File: src/rtl/i2s_dac_tx.sv
// i2s_dac_tx: mono-to-stereo I2S transmitter with a small sample FIFO.
// Samples arrive over valid/ready, are buffered, and each one is sent as a
// 32-slot I2S frame {S, S}. BCLK, LRCK and SDATA are all derived from clk.
module i2s_dac_tx #(
    parameter int CLK_DIV    = 4,
    parameter int FIFO_DEPTH = 4
) (
    input  logic        clk,
    input  logic        rst_n,
    input  logic [15:0] in_sample,
    input  logic        in_valid,
    output logic        in_ready,
    output logic        bclk,
    output logic        lrck,
    output logic        sdata,
    output logic        underrun
);

    localparam int AW = $clog2(FIFO_DEPTH);
    localparam logic [7:0] DIV_LAST = 8'(CLK_DIV - 1);

    logic [15:0] mem [FIFO_DEPTH];
    logic [AW:0] wptr, rptr;
    logic [AW:0] wptr_n, rptr_n, occ, occ_n;
    logic        fifo_empty, push, pop, fall, load;
    logic [15:0] load_word;

    logic [7:0]  div_cnt;
    logic [4:0]  slot;
    logic [4:0]  slot_n;
    logic [31:0] shreg;

    // FIFO bookkeeping and the frame-load decision
    always_comb begin
        occ        = wptr - rptr;
        fifo_empty = (occ == '0);
        fall       = (div_cnt == DIV_LAST) && bclk;
        load       = fall && (slot == '0);
        push       = in_valid && in_ready;
        pop        = load && !fifo_empty;
        wptr_n     = wptr + (AW + 1)'(push);
        rptr_n     = rptr + (AW + 1)'(pop);
        occ_n      = wptr_n - rptr_n;
        slot_n     = slot + 5'd1;
        load_word  = fifo_empty ? '0 : mem[rptr[AW-1:0]];
    end

    // Sample storage; contents are don't-care until written
    always_ff @(posedge clk) begin
        if (push) begin
            mem[wptr[AW-1:0]] <= in_sample;
        end
    end

    // FIFO pointers and registered ready, based on post-update occupancy
    always_ff @(posedge clk or negedge rst_n) begin
        if (!rst_n) begin
            wptr     <= '0;
            rptr     <= '0;
            in_ready <= 1'b0;
        end else begin
            wptr     <= wptr_n;
            rptr     <= rptr_n;
            in_ready <= (occ_n != (AW + 1)'(FIFO_DEPTH));
        end
    end

    // Bit-clock divider, slot counter and frame serializer.
    // The shift register is loaded with F already shifted once, so each later
    // falling event emits F[32-s], and slot 0 naturally emits the previous F[0].
    always_ff @(posedge clk or negedge rst_n) begin
        if (!rst_n) begin
            div_cnt  <= '0;
            bclk     <= 1'b0;
            slot     <= '0;
            lrck     <= 1'b0;
            sdata    <= 1'b0;
            shreg    <= '0;
            underrun <= 1'b0;
        end else if (div_cnt == DIV_LAST) begin
            div_cnt <= '0;
            bclk    <= ~bclk;
            if (bclk) begin
                slot <= slot_n;
                lrck <= slot_n[4];
                if (load) begin
                    sdata <= load_word[15];
                    shreg <= {load_word[14:0], load_word, 1'b0};
                    if (fifo_empty) begin
                        underrun <= 1'b1;
                    end
                end else begin
                    sdata <= shreg[31];
                    shreg <= {shreg[30:0], 1'b0};
                end
            end
        end else begin
            div_cnt <= div_cnt + 8'd1;
        end
    end

endmodule

File: config.mk
export PLATFORM = sky130hd
export DESIGN_NAME = i2s_dac_tx
export DESIGN_NICKNAME = d
export VERILOG_FILES = /design/src/rtl/i2s_dac_tx.sv
export SDC_FILE = /design/constraint.sdc
export NUM_CORES = 1
export LEC_CHECK = 0
export BUFFER_PORTS_ARGS = -buffer_cell sky130_fd_sc_hd__buf_2
export CAP_MARGIN = 20
export CORE_MARGIN = 2
export CORE_UTILIZATION = 45
export DETAILED_ROUTE_END_ITERATION = 16
export PLACE_DENSITY = 0.71
export SYNTH_ARGS = -nofsm -noshare
export SYNTH_HDL_FRONTEND = slang
export SYNTH_SLANG_ARGS = --single-unit
File: constraint.sdc
create_clock -name clk -period 3.3 [get_ports clk]
set_input_delay 0.495 -clock clk [delete_from_list [all_inputs] [get_ports clk]]
set_output_delay 0.495 -clock clk [all_outputs]
set_load 0.01 [all_outputs]
==> impl_metrics.yaml, run 1 <==
worst_setup_path:
  rr_endpoint: "in_ready$_DFF_PN0_"
  worst-r2r-cell-count: 14
  cp_slowest_cell: "dfrtp_1"
  startpoint_type: "flip-flop"
  startpoint: "wptr[0]$_DFF_PN0_"
  worstPathCellList: "inv_1 > ha_1 > nor2b_1 > xnor2_4 > o21ai_0 > nor2_1 > ha_1 > ha_1 > inv_1 > ha_1 > nor2b_1 > xnor2_1 > nor2_1 > nand4b_1"
  required_ns: 3.68
  worstSetupEndpointType: "flip-flop"
  r2r_slack_ns: 0.39
  critical_path_buf_inv_count: 2
  critPathMaxStageDelay_ns: 0.42
  worstReg2RegStart: "wptr[0]$_DFF_PN0_"
  worstSetupPathType: "reg -> reg"
  endpoint: "in_ready$_DFF_PN0_"
  cp.depth: 14
  crit_family: "adder cells"
  cp.arrival_ns: 3.29
  crit_top_cell: "ha_1"
  cp_max_fo: 18
routing:
  vias_per_cell: 5.299
  routed_wl_um: 8474
  drt_iter0_markers: 187
  vias: 2766
  drt_pass1_iterations: 4
  drt_drc_violations_left: 0
  wl_per_cell_um: 16.23
  ant_nets: 0
logic_synthesis:
  synthArstFlopShare_pct: 45.76
  synth.avg_cell_area_um2: 14.82
  yosys.area_share.simple_pct: 6.957
  synth.distinct_cells: 33
  synth_compound_area_share_pct: 10.49
  synth_common_cells: "edfxtp_1, dfrtp_1, a21oi_1, nor2_1"
  synth_top_cell_by_area: "edfxtp_1"
  synth_edf_count: 64
  ys_ff_latch: 118
  synthDominantCellAreaShare_pct: 38.72
  synthTopCellsByArea: "edfxtp_1, dfrtp_1, mux4_2"
  synth_nets: 365
  synth_flop_cell: "edfxtp_1"
  synth.most_common_cell: "edfxtp_1"
  synth_top_family_by_area: "compound AO/OA/AOI/OAI gates"
  yosys.area_share.xor_xnor_pct: 3.353
  synth_mux_area_share_pct: 7.260
  yosys.area_share.adder_pct: 2.773
  synth_area_um2: 4964
  ys_warn_count: 0
  syn_inst: 335
  ys_seq_area_share_pct: 65.94
global_routing:
  use_met1_pct: 21.63
  grt_max_degree: 39
  met2_usage_pct: 25.91
  grt.busiest_layer: "met2"
  grt_overflow: 0
  use_met3_pct: 3.945
  grt_pass1_wl_um: 14570
  grt_pass1_vias: 2947
  grt_usage_pct: 16.29
  antenna_found_initial: 0
sta:
  worst_pin_slew_ns: 0.8240
  slew_viol_final: 0
  slew_headroom_pct: 45.07
  fin_skew_ns: 0.007739
  fin_tns_setup_ns: 0
  period_needed_ns: 2.910
  hold-worst-slack_ns: 0.07173
  finalSetupViolations: 0
  min_period_over_period_pct: 88.17
  fmax_mhz: 343.7
  rsz0062_at_grt: "no"
  hold_viol: 0
run_status:
  status: "complete, no violations"
clocking:
  h-tree-depth: 4
  max-clock-path-buffers: 2
  cts.clk_slew.worst_paths_ns: 0.06
  cts_resized: 0
  postCtsSetupBuffers: 0
  cts_num_sinks: 118
  clockRootBuffer: "clkbuf_8"
  cts-hold-fix-buffers: 0
  insertion_delay_ns: 0.51
  cts_tree: "built"
  cts_buffers: 17
power:
  switching_share_pct: 28.99
  seqPwrFrac_pct: 43.7
  internal-power_mw: 3.261
  powerDensity_nw_per_um2: 794.7
  power_mw: 4.593
  leakage_nw: 2.203
  p_switching_mw: 1.332
  peakVddDrop_mv: 0.6465
  clkPwrFrac_pct: 38.0
  p_comb_share_pct: 18.3
job:
  drv_cap: 0
floorplan:
  die_h_um: 109.0
  start_util_pct: 45.99
  fp-row-count: 38
  core_area_um2: 10790
  io_pins: 24
  die_x_um: 109.0
  dieArea_um2: 11890
min_path:
  min_path_type: "in -> async"
layout:
  drive_above_1_share_pct: 26.96
  nets: 399
  areaGrowthSynthToFinish_pct: 16.44
  diodes: 0
placed_design:
  dp_hpwl_um: 5296
  gp_congestion: 0.7484
  port_buffers: 23
## cell families after synthesis
family                     count (synthesis)
and+or+nand+nor                           64
buffers and inverters                     26
xor gates and xnor gates                  16
adders and majority gates                 11
DFF                                      118
muxes                                     16
AOI/OAI and AO/OA                         84
## area by class of cell
cell class	count	area (µm²)
Fill cell	832	5014
Sequential cell	118	3273
Multi-Input combinational cell	191	1540
Clock buffer	17	414.1
Timing Repair Buffer	33	190.2
Tap cell	140	175.2
Clock inverter	15	156.4
Inverter	8	30.03
## placed cells by master, fill, tap and decap left out, types with 2 or more instances in the layout
cell	Yosys	routed
edfxtp_1	64	64
dfrtp_1	54	54
a21oi_1	51	51
nor2_1	33	33
buf_2	5	23
mux4_2	16	16
o211ai_1	16	16
clkbuf_16	0	16
xnor2_1	13	13
a21oi_2	13	13
ha_1	11	11
buf_4	3	10
inv_1	8	8
nand2_1	7	7
inv_6	0	6
and3_1	5	5
nand3_1	5	5
clkinv_4	0	4
nor3b_2	1	3
inv_8	0	3
nor2b_1	2	2
o21ai_0	2	2
and2_1	2	2
nand4_1	2	2
## metrics by stage
stage | cells | worst slack [ns] | instance area, µm² | util [%]
after floorplan | 335 | 0.2893 | 4964 | -
after global placement | 490 | 0.5258 | 5209 | 48.26
after detailed placement | 490 | 0.4075 | 5209 | 48.26
after CTS | 522 | 0.3694 | 5779 | 53.55
after global routing | 522 | 0.06644 | 5779 | 53.55
final | 522 | 0.3905 | 5779 | 53.55
## worst reg2reg max path, cell delays in order (launching register included)
cell and delay, ns:
dfrtp_1 0.42, inv_1 0.13, ha_1 0.15, nor2b_1 0.32, xnor2_4 0.21, o21ai_0 0.25
nor2_1 0.08, ha_1 0.19, ha_1 0.29, inv_1 0.04, ha_1 0.18, nor2b_1 0.13
xnor2_1 0.15, nor2_1 0.05, nand4b_1 0.17
## power groups by stage
stage / combinational (mW) / sequential (mW) / clock [mW]
2_1_floorplan: 0.646 / 2.00 / 0
3_3_place_gp: 0.816 / 2.01 / 0
3_5_place_dp: 0.847 / 2.03 / 0
4_1_cts: 0.860 / 2.01 / 1.77
5_1_grt: 0.941 / 2.04 / 1.84
6_report: 0.838 / 2.01 / 1.75
## flip-flops by register name, summed over array words and instances (netlist names)
name      flops
in_ready      1
mem          64
wptr          3
sdata         1
underrun      1
lrck          1
shreg        31
rptr          3
div_cnt       8
slot          4
bclk          1
## how the worst min path moves through the flow
stage                    startpoint              endpoint  slack (ns)  cells past startpoint
3_3_place_gp   underrun$_DFFE_PN0P_  underrun$_DFFE_PN0P_        0.47                      2
4_1_cts                       rst_n      bclk$_DFFE_PN0N_        0.09                      1
5_1_grt                       rst_n  div_cnt[2]$_DFF_PN0_        0.13                      1
2_1_floorplan                 rst_n      bclk$_DFFE_PN0N_        0.20                      0
6_report                      rst_n      bclk$_DFFE_PN0N_        0.07                      1
3_5_place_dp   shreg[1]$_DFFE_PN0P_  shreg[1]$_DFFE_PN0P_        0.48                      2
## per-layer routing
metal  part of all wire (%)  up-vias
met5                      0        -
met4                    1.7        0
met3                    2.9       14
met2                     50       50
met1                     45     1379
li1                       -     1323
(Power assumes the default switching activity.)
==> run 2, diff against run 1 <==
==> constraint.sdc (replaced) <==
create_clock -name clk -period 3.3 [get_ports clk]
set_input_delay 0.33 -clock clk [delete_from_list [all_inputs] [get_ports clk]]
set_output_delay 0.33 -clock clk [all_outputs]
set_load 0.01 [all_outputs]
==> run 2 against run 1 <==
  * Core utilization up 0.27 points
  * Clock power up 2%
  * Sequential share of layout area down 0.28 points
  * Worst setup slack worse by 0.043 ns
  * Design area up 0.50%
  * Final cell count up 0.38%
  * Maximum frequency down 1.4%
  * Die area unchanged
  * Critical endpoint unchanged
  * Largest power group unchanged
==> impl_metrics.yaml, run 2 (synthesis results as in run 1) <==
sta:
  hold-worst-slack_ns: 0.02032
  fin_tns_setup_ns: 0
  finalSetupViolations: 0
  fmax_mhz: 338.7
  min_period_over_period_pct: 89.46
  rsz0062_at_grt: "no"
  worst_pin_slew_ns: 0.8316
  slew_viol_final: 0
  hold_viol: 0
  slew_headroom_pct: 44.56
  period_needed_ns: 2.952
  fin_skew_ns: 0.005476
routing:
  routed_wl_um: 8446
  drt_drc_violations_left: 0
  vias: 2793
  drt_iter0_markers: 227
  wl_per_cell_um: 16.12
  vias_per_cell: 5.330
  ant_nets: 0
  drt_pass1_iterations: 4
layout:
  drive_above_1_share_pct: 26.82
  final_common_cell: "edfxtp_1"
  largest_reg_flops: 64
  diodes: 0
  fillers: 828
  nets: 401
  final_cell_mix: "edfxtp_1, dfrtp_1, a21oi_1, nor2_1, buf_2"
  areaGrowthSynthToFinish_pct: 17.02
worst_setup_path:
  critPathMaxStageDelay_ns: 0.42
  crit_top_cell: "ha_1"
  crit_family: "adder cells"
  worstPathCellList: "inv_1 > ha_1 > nor2b_1 > xnor2_4 > o21ai_0 > nor2_1 > ha_1 > ha_1 > inv_1 > ha_1 > nor2b_1 > xnor2_1 > nor2_1 > nand4b_1"
  required_ns: 3.69
  critical_path_buf_inv_count: 2
  startpoint_type: "flip-flop"
  worstSetupPathType: "reg -> reg"
  cp_slowest_cell: "dfrtp_1"
  worstSetupEndpointType: "flip-flop"
  cp_max_fo: 18
  cp.arrival_ns: 3.34
power:
  power_mw: 4.631
  leakage_nw: 2.200
  powerDensity_nw_per_um2: 797.3
  peakVddDrop_mv: 0.4705
floorplan:
  fp-row-count: 38
  die_h_um: 109.0
  core_area_um2: 10790
  io_pins: 24
  die_x_um: 109.0
  start_util_pct: 45.99
  dieArea_um2: 11890
clocking:
  cts_tree: "built"
  max-clock-path-buffers: 2
  clockRootBuffer: "clkbuf_8"
  cts.clk_slew.worst_paths_ns: 0.06
  cts_resized: 0
  insertion_delay_ns: 0.52
  cts_buffers: 17
  cts-hold-fix-buffers: 2
  postCtsSetupBuffers: 0
  h-tree-depth: 4
  cts_num_sinks: 118
run_status:
  status: "complete, no violations"
global_routing:
  grt_pass1_vias: 2879
  grt_max_degree: 39
  grt_overflow: 0
  grt_pass1_wl_um: 14120
  antenna_found_initial: 0
  grt_usage_pct: 16.00
placed_design:
  dp_hpwl_um: 5222
  gp_congestion: 0.7591
  port_buffers: 23
min_path:
  min_path_type: "in -> reg"
job:
  drv_cap: 0
## run 2: per-stage QoR
stage / area [µm²] / setup slack, ns / instances / utilization [%]
finish: 5808 / 0.3478 / 524 / 53.81
floorplan: 4964 / 0.2893 / 335 / -
detailed placement: 5209 / 0.4141 / 490 / 48.26
global route: 5808 / 0.01364 / 524 / 53.81
CTS: 5808 / 0.3107 / 524 / 53.81
global placement: 5209 / 0.5159 / 490 / 48.26
## run 2: worst paths after layout
check | end | start | depth (start not counted) | slack [ns]
min in group asynchronous | div_cnt[2]$_DFF_PN0_ | rst_n | 2 | 0.44
hold / removal | mem[2][1]$_DFFE_PP_ | in_sample[1] | 1 | 0.02
hold reg to reg | underrun$_DFFE_PN0P_ | underrun$_DFFE_PN0P_ | 2 | 0.48
setup reg to reg | in_ready$_DFF_PN0_ | wptr[0]$_DFF_PN0_ | 14 | 0.35
max in group asynchronous | shreg[23]$_DFFE_PN0P_ | rst_n | 3 | 2.08
setup / recovery | in_ready$_DFF_PN0_ | wptr[0]$_DFF_PN0_ | 14 | 0.35
## run 2: cell type report
| cell class | count | area, µm² | area share, % |
|---|---|---|---|
| Sequential cell | 118 | 3273 | 56.36 |
| Multi-Input combinational cell | 191 | 1540 | 26.52 |
| Clock buffer | 17 | 414.1 | 7.131 |
| Timing Repair Buffer | 35 | 210.2 | 3.619 |
| Tap cell | 140 | 175.2 | 3.016 |
| Clock inverter | 15 | 165.2 | 2.844 |
| Inverter | 8 | 30.03 | 0.5170 |
## run 2: power by group
| group | leakage [nW] | switching, mW | total, mW | internal [mW] |
|---|---|---|---|---|
| registers | 1.26 | 0.131 | 2.00 | 1.87 |
| logic | 0.667 | 0.480 | 0.842 | 0.363 |
| clock network | 0.273 | 0.697 | 1.79 | 1.09 |
## run 2: routing by layer
| layer | GRT usage [%] | routed length [µm] | vias to the layer above |
|---|---|---|---|
| li1 | - | - | 1327 |
| met1 | 20.78 | 3804 | 1399 |
| met2 | 24.76 | 4197 | 51 |
| met3 | 5.140 | 305 | 16 |
| met4 | 6.960 | 140 | 0 |
| met5 | 0 | 0 | - |
==> run 3, diff against run 2 <==
--- a/config.mk
+++ b/config.mk
@@ -10,7 +10,8 @@
 export CORE_MARGIN = 2
 export CORE_UTILIZATION = 45
 export DETAILED_ROUTE_END_ITERATION = 16
-export PLACE_DENSITY = 0.71
+export PLACE_DENSITY = 0.68
+export SLEW_MARGIN = 20
 export SYNTH_ARGS = -nofsm -noshare
 export SYNTH_HDL_FRONTEND = slang
 export SYNTH_SLANG_ARGS = --single-unit
==> run 3 against run 2 <==
  * Flip-flop and latch count stayed put
  * Design area is 0.24% higher
  * Largest cell class unchanged
  * Die area stayed put
  * Total power is 0.54% higher
  * Register-to-register slack better by 0.04 ns
  * Count of clock-buffer cells in the layout stayed put
==> impl_metrics.yaml, run 3 (synthesis results as in run 1) <==
floorplan:
  fp-row-count: 38
  core_area_um2: 10790
  start_util_pct: 45.99
  die_x_um: 109.0
  dieArea_um2: 11890
  die_h_um: 109.0
  io_pins: 24
worst_setup_path:
  worstSetupPathType: "reg -> reg"
  startpoint_type: "flip-flop"
  cp.arrival_ns: 3.30
  r2r_slack_ns: 0.39
  startpoint: "wptr[0]$_DFF_PN0_"
  cp_max_fo: 18
  worstSetupEndpointType: "flip-flop"
  worst-r2r-cell-count: 14
  required_ns: 3.69
  endpoint: "in_ready$_DFF_PN0_"
  worstReg2RegStart: "wptr[0]$_DFF_PN0_"
  rr_endpoint: "in_ready$_DFF_PN0_"
sta:
  fin_tns_setup_ns: 0
  hold-worst-slack_ns: 0.02427
  min_period_over_period_pct: 88.21
  hold_viol: 0
  worst_slack_ns: 0.3889
  worst_pin_slew_ns: 0.8407
  fin_skew_ns: 0.007327
  rsz0062_at_grt: "no"
  slew_headroom_pct: 43.95
  slew_viol_final: 0
  finalSetupViolations: 0
  fmax_mhz: 343.5
  period_needed_ns: 2.911
clocking:
  cts.clk_slew.worst_paths_ns: 0.06
  cts_resized: 0
  cts_buffers: 17
  cts-hold-fix-buffers: 2
  cts_num_sinks: 118
  max-clock-path-buffers: 2
  clockRootBuffer: "clkbuf_8"
  insertion_delay_ns: 0.52
  h-tree-depth: 4
  postCtsSetupBuffers: 0
  cts_tree: "built"
global_routing:
  grt_pass1_wl_um: 14430
  grt_usage_pct: 16.54
  antenna_found_initial: 0
  grt_max_degree: 39
  grt_pass1_vias: 2847
  grt_overflow: 0
placed_design:
  dp_hpwl_um: 5402
  gp_congestion: 0.7340
  place_ws_ns: 0.3781
  post-place-cells: 490
  dpl_cell_area_um2: 5209
  port_buffers: 23
routing:
  vias_per_cell: 5.302
  wl_per_cell_um: 16.34
  vias: 2773
  drt_drc_violations_left: 0
  ant_nets: 0
  drt_iter0_markers: 128
  routed_wl_um: 8545
  drt_pass1_iterations: 4
layout:
  multi_input_comb_area_um2: 1540
  drive_above_1_share_pct: 26.63
  stdcell_count: 523
  final_common_cell: "edfxtp_1"
  ff_latch_area_um2: 3273
  largest_reg_flops: 64
  nets: 401
  utilization_pct: 53.94
  final_cell_mix: "edfxtp_1, dfrtp_1, a21oi_1, nor2_1, buf_2"
  areaGrowthSynthToFinish_pct: 17.29
  design_area_um2: 5822
  diodes: 0
  fillers: 861
min_path:
  min_path_type: "in -> reg"
power:
  power_mw: 4.656
  leakage_nw: 2.196
  powerDensity_nw_per_um2: 799.8
  peakVddDrop_mv: 0.4633
run_status:
  status: "complete, no violations"
job:
  drv_cap: 0
-- run 3: changes by cell type in the layout (fill, tap and decap cells not counted), sizes merged --
cell      before  now
inv           16   10
clkinv         1    3
clkinvlp       4    6
bufinv         2    3
-- run 3: worst min-delay path by stage --
| stage | startpoint | endpoint | slack, ns | depth (start not counted) |
|---|---|---|---|---|
| 2_1_floorplan | rst_n | bclk$_DFFE_PN0N_ | 0.03 | 0 |
| 5_1_grt | in_sample[8] | mem[3][8]$_DFFE_PP_ | 0.001 | 1 |
| 3_5_place_dp | rst_n | div_cnt[3]$_DFF_PN0_ | 0.45 | 1 |
| 6_report | in_sample[2] | mem[0][2]$_DFFE_PP_ | 0.02 | 1 |
| 4_1_cts | in_sample[9] | mem[1][9]$_DFFE_PP_ | 0.003 | 1 |
| 3_3_place_gp | rst_n | div_cnt[4]$_DFF_PN0_ | 0.44 | 1 |
-- run 3: report_power, final --
group          internal, mW  total (mW)  switching (mW)
combinational         0.362       0.840           0.478
clock                  1.15        1.81           0.657
sequential             1.87        2.01           0.137
-- run 3: cell type report --
cell class	count	share of cell area [%]
Inverter	8	0.5158
Tap cell	140	3.009
Clock inverter	14	3.073
Multi-Input combinational cell	191	26.46
Clock buffer	17	7.114
Timing Repair Buffer	35	3.611
Sequential cell	118	56.22
-- run 3: layer usage --
metal	vias to the layer above	GRT usage, %	routed length, µm
met2	51	25.82	4278
met4	0	6.044	110
met3	12	5.738	296
met5	-	0	0
met1	1389	21.51	3860
li1	1321	-	-
-- run 3: critical path, stage by stage, from the launching register on --
cell	delay (ns)
dfrtp_1	0.42
inv_1	0.12
ha_1	0.15
nor2b_1	0.31
xnor2_4	0.21
o21ai_0	0.25
nor2_1	0.08
ha_1	0.19
ha_1	0.29
inv_1	0.05
ha_1	0.19
nor2b_1	0.16
xnor2_1	0.16
nor2_1	0.05
nand4b_1	0.16
